==> src/rtl/quad_encoder_array_mmio.sv <==
// Multi-channel quadrature decoder with per-channel position, velocity and error state.
// All channels share one register bus and one level interrupt.
module quad_encoder_array_mmio #(
  parameter int NUM_CH      = 4,
  parameter int POS_W       = 32,
  parameter int SYNC_STAGES = 2,
  parameter int FILT_LEN    = 3,
  parameter int WIN_RST     = 100000
) (
  input  logic              clk,
  input  logic              reset,
  input  logic [31:0]       bus_addr,
  input  logic              bus_we,
  input  logic              bus_re,
  input  logic [31:0]       bus_wdata,
  output logic [31:0]       bus_rdata,
  input  logic [NUM_CH-1:0] enc_a,
  input  logic [NUM_CH-1:0] enc_b,
  output logic              irq
);
  localparam int FW = $clog2(FILT_LEN + 1);

  logic [31:0] window_q, win_cnt_q;
  logic [31:0] rdata_d, rdata_q;
  logic        irq_q;
  logic        win_tick;
  logic        win_sel;
  logic [3:0]  ch_idx;
  logic [1:0]  reg_idx;
  logic        unused_addr;

  logic [31:0]       ctrl_rd [NUM_CH];
  logic [31:0]       stat_rd [NUM_CH];
  logic [31:0]       pos_rd  [NUM_CH];
  logic [31:0]       vel_rd  [NUM_CH];
  logic [NUM_CH-1:0] err_irq;

  assign win_sel     = (bus_addr[8:2] == 7'h40);
  assign ch_idx      = bus_addr[7:4];
  assign reg_idx     = bus_addr[3:2];
  assign unused_addr = ^{bus_addr[31:9], bus_addr[1:0]};
  assign win_tick    = (window_q != 32'd0) && (win_cnt_q == window_q - 32'd1);

  always_ff @(posedge clk or negedge reset) begin
    if (!reset) begin
      window_q  <= 32'(WIN_RST);
      win_cnt_q <= 32'd0;
    end else if (bus_we && win_sel) begin
      window_q  <= bus_wdata;
      win_cnt_q <= 32'd0;
    end else if (window_q != 32'd0) begin
      win_cnt_q <= win_tick ? 32'd0 : win_cnt_q + 32'd1;
    end
  end

  genvar gi;
  generate
    for (gi = 0; gi < NUM_CH; gi++) begin : g_ch
      logic [1:0]       sync_q [SYNC_STAGES];
      logic [1:0]       pend_q, pend_d, cur_q, cur_d, prv_q;
      logic [FW-1:0]    fcnt_q, fcnt_d;
      logic             en_q, ie_q, rev_q;
      logic             dir_q, dir_d, err_q, err_d;
      logic [POS_W-1:0] pos_q, pos_d, snap_q, snap_d, vel_q, vel_d;
      logic             sel, wr_ctrl, wr_stat, wr_pos, clr;
      logic [1:0]       idx_cur, idx_prv, delta;
      logic             fwd, bwd, ill, step, up;
      logic [31:0]      pos_ext, vel_ext;

      assign sel     = bus_we && !bus_addr[8] && (ch_idx == 4'(gi));
      assign wr_ctrl = sel && (reg_idx == 2'd0);
      assign wr_stat = sel && (reg_idx == 2'd1);
      assign wr_pos  = sel && (reg_idx == 2'd2);
      assign clr     = wr_ctrl && bus_wdata[1];

      // Gray state mapped to a 0..3 phase index, so the step is the index difference mod 4.
      assign idx_cur = {cur_q[1], cur_q[1] ^ cur_q[0]};
      assign idx_prv = {prv_q[1], prv_q[1] ^ prv_q[0]};
      assign delta   = idx_cur - idx_prv;
      assign fwd     = (delta == 2'd1);
      assign bwd     = (delta == 2'd3);
      assign ill     = (delta == 2'd2);
      assign step    = en_q && (fwd || bwd);
      assign up      = fwd ^ rev_q;

      always_comb begin
        pend_d = pend_q;
        fcnt_d = fcnt_q;
        cur_d  = cur_q;
        if (sync_q[SYNC_STAGES-1] != pend_q) begin
          pend_d = sync_q[SYNC_STAGES-1];
          fcnt_d = FW'(1);
        end else if (fcnt_q < FW'(FILT_LEN)) begin
          fcnt_d = fcnt_q + FW'(1);
        end
        if (fcnt_d >= FW'(FILT_LEN)) cur_d = pend_d;
      end

      always_comb begin
        pos_d  = pos_q;
        snap_d = snap_q;
        vel_d  = vel_q;
        dir_d  = dir_q;
        err_d  = err_q;
        if (win_tick) begin
          vel_d  = pos_q - snap_q;
          snap_d = pos_q;
        end
        if (step) dir_d = up;
        // A clear or preload swallows a same-cycle step and rebases the velocity snapshot.
        if (clr) begin
          pos_d  = '0;
          snap_d = '0;
        end else if (wr_pos) begin
          pos_d  = bus_wdata[POS_W-1:0];
          snap_d = bus_wdata[POS_W-1:0];
        end else if (step) begin
          pos_d = up ? pos_q + POS_W'(1) : pos_q - POS_W'(1);
        end
        if (ill)                         err_d = 1'b1;
        else if (wr_stat && bus_wdata[1]) err_d = 1'b0;
      end

      always_ff @(posedge clk or negedge reset) begin
        if (!reset) begin
          for (int s = 0; s < SYNC_STAGES; s++) sync_q[s] <= 2'b00;
          pend_q <= 2'b00;
          fcnt_q <= '0;
          cur_q  <= 2'b00;
          prv_q  <= 2'b00;
          en_q   <= 1'b0;
          ie_q   <= 1'b0;
          rev_q  <= 1'b0;
          dir_q  <= 1'b0;
          err_q  <= 1'b0;
          pos_q  <= '0;
          snap_q <= '0;
          vel_q  <= '0;
        end else begin
          sync_q[0] <= {enc_a[gi], enc_b[gi]};
          for (int s = 1; s < SYNC_STAGES; s++) sync_q[s] <= sync_q[s-1];
          pend_q <= pend_d;
          fcnt_q <= fcnt_d;
          cur_q  <= cur_d;
          prv_q  <= cur_q;
          if (wr_ctrl) begin
            en_q  <= bus_wdata[0];
            ie_q  <= bus_wdata[2];
            rev_q <= bus_wdata[3];
          end
          dir_q  <= dir_d;
          err_q  <= err_d;
          pos_q  <= pos_d;
          snap_q <= snap_d;
          vel_q  <= vel_d;
        end
      end

      always_comb begin
        pos_ext = '0;
        vel_ext = '0;
        pos_ext[POS_W-1:0] = pos_q;
        vel_ext[POS_W-1:0] = vel_q;
      end

      assign ctrl_rd[gi] = {28'd0, rev_q, ie_q, 1'b0, en_q};
      assign stat_rd[gi] = {30'd0, err_q, dir_q};
      assign pos_rd[gi]  = pos_ext;
      assign vel_rd[gi]  = vel_ext;
      assign err_irq[gi] = err_q & ie_q;
    end
  endgenerate

  always_comb begin
    rdata_d = '0;
    if (win_sel) begin
      rdata_d = window_q;
    end else if (!bus_addr[8]) begin
      for (int c = 0; c < NUM_CH; c++) begin
        if (ch_idx == 4'(c)) begin
          case (reg_idx)
            2'd0:    rdata_d = ctrl_rd[c];
            2'd1:    rdata_d = stat_rd[c];
            2'd2:    rdata_d = pos_rd[c];
            default: rdata_d = vel_rd[c];
          endcase
        end
      end
    end
  end

  always_ff @(posedge clk or negedge reset) begin
    if (!reset) begin
      rdata_q <= '0;
      irq_q   <= 1'b0;
    end else begin
      if (bus_re) rdata_q <= rdata_d;
      irq_q <= |err_irq;
    end
  end

  assign bus_rdata = rdata_q;
  assign irq       = irq_q;
endmodule
==> config.mk <==
export PLATFORM = sky130hd
export DESIGN_NAME = quad_encoder_array_mmio
export DESIGN_NICKNAME = d
export VERILOG_FILES = /design/src/rtl/quad_encoder_array_mmio.sv
export SDC_FILE = /design/constraint.sdc
export NUM_CORES = 2
export LEC_CHECK = 0
export ABC_AREA = 1
export CORE_ASPECT_RATIO = 1.5
export CORE_MARGIN = 2
export CORE_UTILIZATION = 45
export DETAILED_ROUTE_END_ITERATION = 16
export PLACE_DENSITY = 0.69
export SETUP_SLACK_MARGIN = 0.15
export SYNTH_ARGS = -nofsm -noshare
export SYNTH_HDL_FRONTEND = slang
export SYNTH_SLANG_ARGS = --single-unit
==> constraint.sdc <==
create_clock -name clk -period 4.5 [get_ports clk]
set_clock_uncertainty 0.05 [all_clocks]
set_input_delay 0.675 -clock clk [delete_from_list [all_inputs] [get_ports clk]]
set_output_delay 0.675 -clock clk [all_outputs]
set_load 0.05 [all_outputs]
==> impl_metrics.yaml <==
clocking:
  cts_hold_buf: 0
  cts_max_level: 2
  clkTransAtPathRegs_ns: 0.07
  cts_resized: 0
  max-clock-path-buffers: 3
  postCtsSetupBuffers: 0
  cts_sinks: 549
  clk_latency_ns: 0.69
  cts-root-buf: "clkbuf_16"
  cts_tree: "built"
  cts_buffers: 59
timing:
  layout_min_cycle_time_ns: 3.949
  relSlewSlack: 0.07889
  finalHoldViolCount: 3
  drv_slew: 0
  rsz0062_at_grt: "no"
  worst_pin_slew_ns: 1.377
  max_freq_mhz: 253.2
  final.setup.tns_ns: 0
  setup_violations: 0
  hold_ws_ns: -0.01480
  period_share: 0.8776
grt:
  overflow: 0
  grt_pass1_wl_um: 260900
  grtUsageTotal: 0.3579
  grt_start_max_net_pins: 123
  antenna_found_initial: 22
  grt_pass1_vias: 42720
logic_synthesis:
  avgSynthCellArea_um2: 6.584
  synthFlopType: "dfrtp_1"
  synth_edf_count: 0
  synth_cells: 6426
  syn_area_um2: 42310
  ys_seq_area_frac: 0.3249
  yosys_warnings: 0
  synth_nets: 6641
  synth.ff_latch_count: 549
  synthArstFlopShare: 1.000
  synth_cell_types: 63
route:
  drc: 0
  wl_um: 175300
  ant_nets: 0
  vias_per_cell: 5.806
  vias: 44970
  dr.pass1.iters: 10
  wire_per_inst_um: 22.63
  drt-initial-drc-count: 4630
floorplan:
  die_h_um: 379.5
  num_rows: 137
  die_area_um2: 96540
  die_w_um: 254.4
  io_pins: 109
  start_util: 0.4545
  coreArea_um2: 93080
critical_path:
  rr_endpoint: "g_ch[2].vel_ext[15]$_DFFE_PN0P_"
  critPathLaunch: "window_q[0]$_DFFE_PN0P_"
  worstPathMaxFanout: 122
  crit_type: "reg2reg"
  reg2regPathDepth: 17
  r2r_start: "window_q[0]$_DFFE_PN0P_"
  critical_path.endpoint: "g_ch[2].vel_ext[15]$_DFFE_PN0P_"
  cp_data_arrival_time_ns: 4.46
  reg2reg_slack_ns: 0.55
  cp_data_required_time_ns: 5.01
  cp-end-kind: "register"
  start_kind: "register"
power_and_ir_drop:
  p_leak_nw: 24.03
  power.density_nw_per_um2: 840.6
  vdd_drop_max_v: 0.0006531
placed_design:
  io_buffers: 83
  gp_congestion: 1.027
  hpwl_um: 132800
cells_and_area:
  fin_util: 0.5044
  fin_nets: 6635
  fillCellCount: 9456
  area_delta_synth_final_pct: 10.97
  drive_above_1_share: 0.04869
status:
  status: "finished, violations left"
  violations: "negative hold slack"
flow_run:
  cap_violations: 0
hold_path:
  hp-class: "in2async"
-- power by group --
part | internal [mW] | switching (mW)
clock network | 3.01 | 2.36
registers | 6.04 | 1.75
logic | 8.33 | 18.0
-- cell usage in the layout, fill, tap and decap left out, types with 9 or more instances in the layout --
master	n
a31oi_1	20
buf_12	21
nand3_1	342
a22oi_1	13
o21a_1	12
o41ai_1	94
o211ai_1	14
nor4_1	17
nor3_1	41
o22ai_1	30
or2_2	17
buf_4	112
xnor2_1	91
clkdlybuf4s50_1	82
ha_1	135
xor2_1	186
inv_1	599
o221ai_1	12
a21boi_0	13
nor2_1	533
diode_2	25
nand4_1	176
a21oi_1	388
clkinv_2	12
a21o_1	11
o21ai_0	537
a221oi_1	26
nand2_1	2129
inv_2	10
clkbuf_8	9
nor2_2	13
clkbuf_16	60
nand3b_1	41
dfrtp_1	543
-- cells in the mapped netlist, types with 6 or more instances --
master | count | share of area
buf_1 | 14 | 0.0012
o41ai_1 | 94 | 0.019
xnor2_1 | 91 | 0.019
o2111ai_1 | 8 | 0.0017
nor2_2 | 7 | 0.0010
a22oi_1 | 13 | 0.0023
buf_2 | 62 | 0.0073
a21o_1 | 11 | 0.0020
nand2_1 | 2133 | 0.19
a31oi_1 | 20 | 0.0030
nand4_1 | 176 | 0.026
nor3_1 | 42 | 0.0050
o21ai_1 | 7 | 0.00083
o21a_1 | 12 | 0.0021
a21boi_0 | 13 | 0.0023
or2_2 | 17 | 0.0025
inv_1 | 602 | 0.053
nand3b_1 | 41 | 0.0073
a221oi_1 | 26 | 0.0054
o211ai_1 | 14 | 0.0025
clkbuf_1 | 195 | 0.017
o22ai_1 | 30 | 0.0044
dfrtp_1 | 543 | 0.32
dfstp_2 | 6 | 0.0037
a21oi_1 | 388 | 0.046
buf_6 | 8 | 0.0021
nor2_1 | 540 | 0.048
ha_1 | 135 | 0.040
nor4_1 | 18 | 0.0027
o221ai_1 | 12 | 0.0025
o21ai_0 | 537 | 0.064
nand3_1 | 343 | 0.041
and2_1 | 9 | 0.0013
inv_2 | 6 | 0.00053
xor2_1 | 186 | 0.039
-- layer usage --
| layer | routed length (um) | GRT usage |
|---|---|---|
| met5 | 28 | 0 |
| met4 | 16690 | 0.2878 |
| met3 | 14050 | 0.05780 |
| met2 | 79600 | 0.5682 |
| met1 | 64960 | 0.4261 |
-- worst max-delay path, stage by stage (launching register included) --
cell and delay (ns):
dfrtp_1 0.47, inv_1 0.15, ha_1 0.20, nand2_1 0.14, nor2_4 0.23, nand3_1 0.21, nor3_2 0.18, xor2_1 0.30
or2_2 0.19, nand2_1 0.05, nor2_1 0.08, nand2_1 0.05, nor2_1 0.14, and2_4 0.42, nand3_4 0.12, buf_12 0.20
nand2_1 0.22, nand2_1 0.09
-- logic make-up (layout without fill, tap and decap cells) --
logic type,after synthesis,count (layout),share of synthesized area
other cells,0,25,0
xor+xnor,277,277,0.05734
mux,4,4,0.001065
simple gates,3346,3346,0.3277
buf+inv,896,940,0.08310
fa+ha+maj,139,139,0.04182
compound gates,1215,1215,0.1641
flops,549,549,0.3249
-- worst min path at each step --
stage | start | end | cells past startpoint
6_report | reset | g_ch[0].vel_ext[18]$_DFFE_PN0P_ | 1
3_5_place_dp | g_ch[3].sync_q[3]$_DFF_PN0_ | g_ch[3].sync_q[1]$_DFF_PN0_ | 0
2_1_floorplan | g_ch[0].sync_q[2]$_DFF_PN0_ | g_ch[0].sync_q[0]$_DFF_PN0_ | 0
5_1_grt | reset | g_ch[0].vel_ext[18]$_DFFE_PN0P_ | 1
3_3_place_gp | g_ch[3].sync_q[3]$_DFF_PN0_ | g_ch[3].sync_q[1]$_DFF_PN0_ | 0
4_1_cts | reset | g_ch[0].vel_ext[18]$_DFFE_PN0P_ | 1
-- state kept, by name, summed over array words and instances, names as in the netlist --
| name | flops |
|---|---|
| g_ch.pos_ext | 128 |
| g_ch.snap_q | 128 |
| g_ch.vel_ext | 128 |
| bus_rdata | 32 |
| win_cnt_q | 32 |
| window_q | 32 |
| g_ch.sync_q | 16 |
| g_ch.cur_q | 8 |
| g_ch.fcnt_q | 8 |
| g_ch.pend_q | 8 |
| g_ch.prv_q | 8 |
| g_ch.dir_q | 4 |
| g_ch.en_q | 4 |
| g_ch.err_q | 4 |
| g_ch.ie_q | 4 |
| g_ch.rev_q | 4 |
| irq | 1 |
-- per-stage QoR --
| stage | std cells | hold WS (ns) | power (mW) | worst slack [ns] | area [um^2] |
|---|---|---|---|---|---|
| finish | 7746 | -0.01480 | 39.47 | 0.5508 | 46950 |
| global route | 7727 | 0.04065 | 42.67 | 0.2996 | 46900 |
| detailed placement | 7610 | 0.2856 | 33.46 | 0.4501 | 44820 |
| CTS | 7721 | 0.01344 | 38.94 | 0.6856 | 46890 |
| floorplan | 6426 | 0.2812 | 25.81 | 1.451 | 42310 |
| global placement | 7610 | 0.2818 | 33.29 | 0.4633 | 44820 |
-- cell type report --
class	count	area, um^2	share of cell area
well taps	1251	1565	0.03334
clock inverters	36	420.4	0.008954
flip-flops and latches	549	13750	0.2928
multi-input cells	4981	25110	0.5348
clock buffers	75	1648	0.03510
inverters	613	2302	0.04904
diodes	25	62.56	0.001332
repair buffers	216	2097	0.04466
Note: power is estimated with default switching activity, not from simulation.
